===== src/rtl/ps2_pkg.sv =====
// Shared types for the PS/2 keyboard receiver: frame FSM states, prefix bytes
// and the key event record queued for the consumer.
package ps2_pkg;

    typedef enum logic [1:0] {
        IDLE,
        DATA,
        PARITY,
        STOP
    } ps2_state_e;

    localparam logic [7:0] PS2_EXT_PREFIX   = 8'hE0;
    localparam logic [7:0] PS2_BREAK_PREFIX = 8'hF0;

    typedef struct packed {
        logic       ext;
        logic       brk;
        logic [7:0] code;
    } key_event_t;

endpackage


===== src/rtl/ps2_key_fifo.sv =====
// Key event FIFO: valid/ready pop at the head, push that drops and flags
// overflow when full unless a pop frees a slot in the same cycle.
module ps2_key_fifo
    import ps2_pkg::*;
#(
    parameter int FIFO_DEPTH = 8
) (
    input  logic       clk,
    input  logic       reset,
    input  logic       push,
    input  key_event_t push_ev,
    output logic       overflow,
    output logic       valid,
    input  logic       ready,
    output key_event_t head
);

    localparam int            AW      = $clog2(FIFO_DEPTH);
    localparam logic [AW:0]   DEPTH_C = FIFO_DEPTH[AW:0];

    key_event_t      mem [FIFO_DEPTH];
    logic [AW-1:0]   wr_ptr, rd_ptr;
    logic [AW:0]     count;
    logic            full, pop, push_ok;

    assign full     = (count == DEPTH_C);
    assign valid    = (count != '0);
    assign pop      = valid & ready;
    assign push_ok  = push & (~full | pop);
    assign overflow = push & full & ~pop;
    // Head is forced to zero when empty so outputs are clean during reset.
    assign head     = valid ? mem[rd_ptr] : '0;

    always_ff @(posedge clk) begin
        if (push_ok)
            mem[wr_ptr] <= push_ev;
    end

    always_ff @(posedge clk or negedge reset) begin
        if (!reset) begin
            wr_ptr <= '0;
            rd_ptr <= '0;
            count  <= '0;
        end else begin
            if (push_ok) wr_ptr <= wr_ptr + 1'b1;
            if (pop)     rd_ptr <= rd_ptr + 1'b1;
            case ({push_ok, pop})
                2'b10:   count <= count + 1'b1;
                2'b01:   count <= count - 1'b1;
                default: count <= count;
            endcase
        end
    end

endmodule


===== src/rtl/ps2_key_receiver.sv =====
// PS/2 keyboard receiver: synchronises the PS/2 lines, deframes bytes, folds
// E0/F0 prefixes into flags and queues {ext, brk, code} events.
module ps2_key_receiver
    import ps2_pkg::*;
#(
    parameter int FIFO_DEPTH     = 8,
    parameter int SYNC_STAGES    = 2,
    parameter int TIMEOUT_CYCLES = 5000
) (
    input  logic       clk,
    input  logic       reset,
    input  logic       ps2_clk,
    input  logic       ps2_data,
    output logic [7:0] key_code,
    output logic       key_break,
    output logic       key_ext,
    output logic       key_valid,
    input  logic       key_ready,
    output logic       parity_err,
    output logic       frame_err,
    output logic       overflow
);

    localparam int TW = $clog2(TIMEOUT_CYCLES + 1);
    localparam logic [TW-1:0] TO_LAST = TW'(TIMEOUT_CYCLES - 1);

    logic [SYNC_STAGES-1:0] clk_sync, data_sync;
    logic                   clk_s, data_s, clk_q, fall;

    ps2_state_e  state, state_n;
    logic [7:0]  shift;
    logic [2:0]  bit_cnt;
    logic        par_bit;
    logic [TW-1:0] to_cnt;
    logic        ext_f, brk_f;
    logic        timeout, byte_done, par_bad, stop_bad;
    logic        push;
    key_event_t  push_ev, head;

    // Synchronisers idle high so reset never manufactures a falling edge.
    always_ff @(posedge clk or negedge reset) begin
        if (!reset) begin
            clk_sync  <= '1;
            data_sync <= '1;
            clk_q     <= 1'b1;
        end else begin
            clk_sync  <= {clk_sync[SYNC_STAGES-2:0], ps2_clk};
            data_sync <= {data_sync[SYNC_STAGES-2:0], ps2_data};
            clk_q     <= clk_s;
        end
    end

    assign clk_s  = clk_sync[SYNC_STAGES-1];
    assign data_s = data_sync[SYNC_STAGES-1];
    assign fall   = clk_q & ~clk_s;

    always_ff @(posedge clk or negedge reset) begin
        if (!reset) state <= IDLE;
        else        state <= state_n;
    end

    always_comb begin
        state_n   = state;
        timeout   = 1'b0;
        byte_done = 1'b0;
        par_bad   = 1'b0;
        stop_bad  = 1'b0;
        case (state)
            IDLE:   if (fall && !data_s) state_n = DATA;
            DATA:   if (fall && bit_cnt == 3'd7) state_n = PARITY;
            PARITY: if (fall) state_n = STOP;
            STOP: begin
                if (fall) begin
                    state_n = IDLE;
                    if (!data_s)
                        stop_bad = 1'b1;
                    else if (!(^{shift, par_bit}))
                        par_bad = 1'b1;
                    else
                        byte_done = 1'b1;
                end
            end
            default: state_n = IDLE;
        endcase
        if (state != IDLE && !fall && to_cnt == TO_LAST) begin
            state_n = IDLE;
            timeout = 1'b1;
        end
    end

    always_ff @(posedge clk or negedge reset) begin
        if (!reset) begin
            shift      <= '0;
            bit_cnt    <= '0;
            par_bit    <= 1'b0;
            to_cnt     <= '0;
            ext_f      <= 1'b0;
            brk_f      <= 1'b0;
            push       <= 1'b0;
            push_ev    <= '0;
            parity_err <= 1'b0;
            frame_err  <= 1'b0;
        end else begin
            push       <= 1'b0;
            parity_err <= 1'b0;
            frame_err  <= 1'b0;

            if (state == IDLE || fall) to_cnt <= '0;
            else                       to_cnt <= to_cnt + 1'b1;

            if (state == IDLE) bit_cnt <= '0;
            if (fall && state == DATA) begin
                shift   <= {data_s, shift[7:1]};
                bit_cnt <= bit_cnt + 3'd1;
            end
            if (fall && state == PARITY) par_bit <= data_s;

            if (timeout || stop_bad) begin
                frame_err <= 1'b1;
                ext_f     <= 1'b0;
                brk_f     <= 1'b0;
            end else if (par_bad) begin
                parity_err <= 1'b1;
                ext_f      <= 1'b0;
                brk_f      <= 1'b0;
            end else if (byte_done) begin
                // Prefix bytes only arm flags; the next real code carries them.
                if (shift == PS2_EXT_PREFIX)
                    ext_f <= 1'b1;
                else if (shift == PS2_BREAK_PREFIX)
                    brk_f <= 1'b1;
                else begin
                    push    <= 1'b1;
                    push_ev <= '{ext: ext_f, brk: brk_f, code: shift};
                    ext_f   <= 1'b0;
                    brk_f   <= 1'b0;
                end
            end
        end
    end

    ps2_key_fifo #(.FIFO_DEPTH(FIFO_DEPTH)) u_fifo (
        .clk      (clk),
        .reset    (reset),
        .push     (push),
        .push_ev  (push_ev),
        .overflow (overflow),
        .valid    (key_valid),
        .ready    (key_ready),
        .head     (head)
    );

    assign key_code  = head.code;
    assign key_break = head.brk;
    assign key_ext   = head.ext;

endmodule


===== config.mk =====
export PLATFORM = sky130hd
export DESIGN_NAME = ps2_key_receiver
export DESIGN_NICKNAME = d
export VERILOG_FILES = /design/src/rtl/ps2_pkg.sv /design/src/rtl/ps2_key_fifo.sv /design/src/rtl/ps2_key_receiver.sv
export SDC_FILE = /design/constraint.sdc
export NUM_CORES = 1
export LEC_CHECK = 0
export BUFFER_PORTS_ARGS = -buffer_cell sky130_fd_sc_hd__buf_2
export CAP_MARGIN = 0
export CORE_MARGIN = 2
export CORE_UTILIZATION = 61
export CTS_CLUSTER_DIAMETER = 120
export DETAILED_ROUTE_END_ITERATION = 8
export GPL_TIMING_DRIVEN = 0
export PLACE_DENSITY = 0.87
export SETUP_SLACK_MARGIN = 0.5
export SYNTH_ARGS = -nofsm -noshare
export SYNTH_HDL_FRONTEND = slang
export SYNTH_HIERARCHICAL = 1
export SYNTH_SLANG_ARGS = --single-unit

===== constraint.sdc =====
create_clock -name clk -period 4.2 [get_ports clk]
set_input_delay 0.84 -clock clk [delete_from_list [all_inputs] [get_ports clk]]
set_output_delay 0.84 -clock clk [all_outputs]
set_load 0.05 [all_outputs]

==> results.tsv <==
metric	value	unit
outcome	finished, final reports clean	
drt drc	0	
Area contributors post-synth	edfxtp_1 (41%), dfrtp_1 (22%), mux4_2 (6.9%), mux2_2 (2.9%), ha_1 (2.3%)	
chip height	102	um
post-route cell area	6810	um2
delay-heaviest family, CP	buffers and inverters	
Syn Inst Count	376	
area share of the largest cell type after synthesis	0.407	
critical-path maximum fanout	10	
Worst setup EP type	output pin	
Clk pin slew, worst setup/hold paths	0.06	ns
fin. max-slew vios	0	
initial antenna violation count	0	
crit path time final	3.26	ns
total clock sinks	137	
drt first-iter violations	223	
startpoint types	flip-flop	
flop and latch count out of synthesis	137	
sequential element share of the synthesized area	0.650	
area growth from synthesis to layout	15.5	%
Fin Setup TNS	0	ns
most frequent cell after synthesis	edfxtp_1	
DRT Pass-1 Iters	5	
worst reg2reg endpoint	u_fifo/mem[5][0]$_DFFE_PP_	
Worst Hold Slack	0.357	ns
hold_sp	clk_sync[0]$_DFF_PN1_	
slowest stage cell, crit path	mux4_2	
Multi-input gate area	2010	um2
IO buf count	18	
Top FF cell, synth	edfxtp_1	
first-pass GRT wire length	17900	um
Die Area	10500	um2
Root Driver	clkbuf_8	
crit-path cells	buf_2, buf_4, mux4_2, a22o_1, buf_2	
Min-Delay Path Depth	0	
remaining antenna violation count	0	
arrival time at the worst endpoint	2.42	ns
Hold EP	clk_sync[1]$_DFF_PN1_	
Post-CTS Setup Inserts	0	
YS warnings	6	
GP Congestion	0.843	
fillers	559	
worst path required time	3.36	ns
cell taking the most area after synthesis	edfxtp_1	
Place WS	1.34	ns
fmax	307	MHz
cts hold-fix bufs	0	
min setup slack post-route	0.939	ns
RSZ-0062 raised after global routing	false	
Pleak	2.68	nW
Placed Area	6270	um2
H-tree depth	4	
Worst Skew	0.0105	ns
post-layout util	0.731	
final hold vios	0	
Netlist cell types	60	
post-DP HPWL	7100	um
GRT overflow	0	
period utilization	0.776	
Hold WC Path Type	flip-flop to flip-flop	
Crit Path Class	flip-flop to output pin	
Via Count	3385	
WL per Instance	20.0	um
Final #Nets	435	
syn_nets	392	
Worst Max-Slew Pin Slew	1.00	ns
Placement Rows	35	
number of max-cap violations	0	
Mapped Area	5900	um2
clk_lat worst skew	0.52	ns
reg2reg start	push$_DFF_PN0_	
reg2reg path depth	5	
Worst R2R Setup Slack	1.53	ns
syn avg cell area	15.7	um2
largest net degree at the start of global routing	58	
pwr dens	708	nW/um2
io pins	19	
Antenna Cells	0	
Setup Viol. Count Final	0	
area taken by flip-flops and latches	3830	um2
Initial Util	0.632	
drt via density	6.03	
Crit path largest cell delay	0.54	ns
share of cells above drive strength 1	0.296	
most frequent CP cell	buf_2	
worst rel slew slack	0.330	
CP bufs+invs	3	
DRT Wirelength	11200	um
EDFF count, synth	80	
Clock Tree Buf Depth	2	
CTS tree	yes	
core footprint	9330	um2
Peak VDD IR	0.000440	V
die extent in x	102	um
number of global-route vias before repair	3452	
synth cell count leaders	edfxtp_1 (80), dfrtp_1 (52), nor2_1 (22), mux4_2 (18), nand2_1 (17)	
ys async rst share	0.416	
cts repair resizes	0	
gr usage total	0.236	
clock buffer count from CTS	17	
-- registers in the layout, summed over array words and instances (netlist names) --
signal	flops
brk_f	1
u_fifo/count	4
state	2
clk_q	1
ext_f	1
shift	8
u_fifo/mem	80
parity_err	1
push_ev	10
u_fifo/wr_ptr	3
push	1
bit_cnt	3
par_bit	1
to_cnt	13
frame_err	1
clk_sync	2
u_fifo/rd_ptr	3
data_sync	2
-- power breakdown --
group	leakage, nW	switching (mW)	internal, mW
clock network	0.259	0.603	0.746
logic	0.908	0.978	0.704
registers	1.51	0.192	1.60
total	2.68	1.77	3.05
-- through the flow --
stage / total power, mW / cells
5_1_grt: 5.03 / 561
4_1_cts: 4.85 / 561
2_1_floorplan: 3.09 / 376
3_5_place_dp: 3.47 / 529
3_3_place_gp: 3.37 / 523
6_report: 4.82 / 561
-- layout by cell type, fill, tap and decap left out, types with 4 or more instances in the layout --
| cell | instances |
|---|---|
| a21oi_1 | 7 |
| a22o_1 | 9 |
| buf_1 | 4 |
| buf_2 | 20 |
| buf_4 | 7 |
| buf_6 | 5 |
| clkbuf_1 | 4 |
| clkbuf_16 | 16 |
| dfrtp_1 | 52 |
| dfstp_2 | 5 |
| edfxtp_1 | 80 |
| ha_1 | 11 |
| inv_1 | 6 |
| inv_6 | 8 |
| mux2_2 | 15 |
| mux2_4 | 9 |
| mux4_2 | 18 |
| nand2_1 | 17 |
| nand2b_1 | 9 |
| nand3_1 | 8 |
| nor2_1 | 22 |
| nor4b_2 | 4 |
| o21ai_0 | 10 |
| or3_1 | 5 |
| xnor2_1 | 9 |
| xor2_1 | 8 |
-- kinds of logic (layout without fill, tap and decap cells) --
kind of cell               after synthesis  after routing  share of synthesized area
muxes                                   45             45                      0.125
and+or+nand+nor                         99             99                     0.0976
adders and majority gates               11             11                     0.0233
buffers and inverters                   23             79                     0.0204
DFF                                    137            137                      0.650
xor gates and xnor gates                19             19                     0.0318
AOI/OAI and AO/OA                       42             42                     0.0513
-- how the worst max path moves through the flow --
stage                                       from  depth (start not counted)                           to  slack, ns
finish              u_fifo/rd_ptr[1]$_DFFE_PN0N_                          5                  key_code[6]       0.94
global route        u_fifo/rd_ptr[1]$_DFFE_PN0N_                          5                  key_code[6]       0.82
CTS                 u_fifo/rd_ptr[1]$_DFFE_PN0N_                          5                  key_code[6]       0.89
detailed placement                     key_ready                          9  u_fifo/count[1]$_DFFE_PN0P_       1.34
global placement                       key_ready                          4   u_fifo/mem[1][1]$_DFFE_PP_       0.44
floorplan           u_fifo/rd_ptr[1]$_DFFE_PN0N_                          5                    key_break       0.83
-- metal layers --
metal	GRT usage	routed length (um)	vias to the layer above
li1	-	-	1528
met1	0.294	4480	1697
met2	0.402	5810	131
met3	0.0616	595	29
met4	0.0892	313	0
met5	0	0	-
-- final cells by class --
type	count	share of cell area
Inverter	7	0.00386
Clock inverter	15	0.0187
Clock buffer	17	0.0608
Tap cell	129	0.0237
Buffer	16	0.0138
Multi-Input combinational cell	216	0.295
Timing Repair Buffer	24	0.0213
Sequential cell	137	0.563
Power figures use the tool's default switching activity.
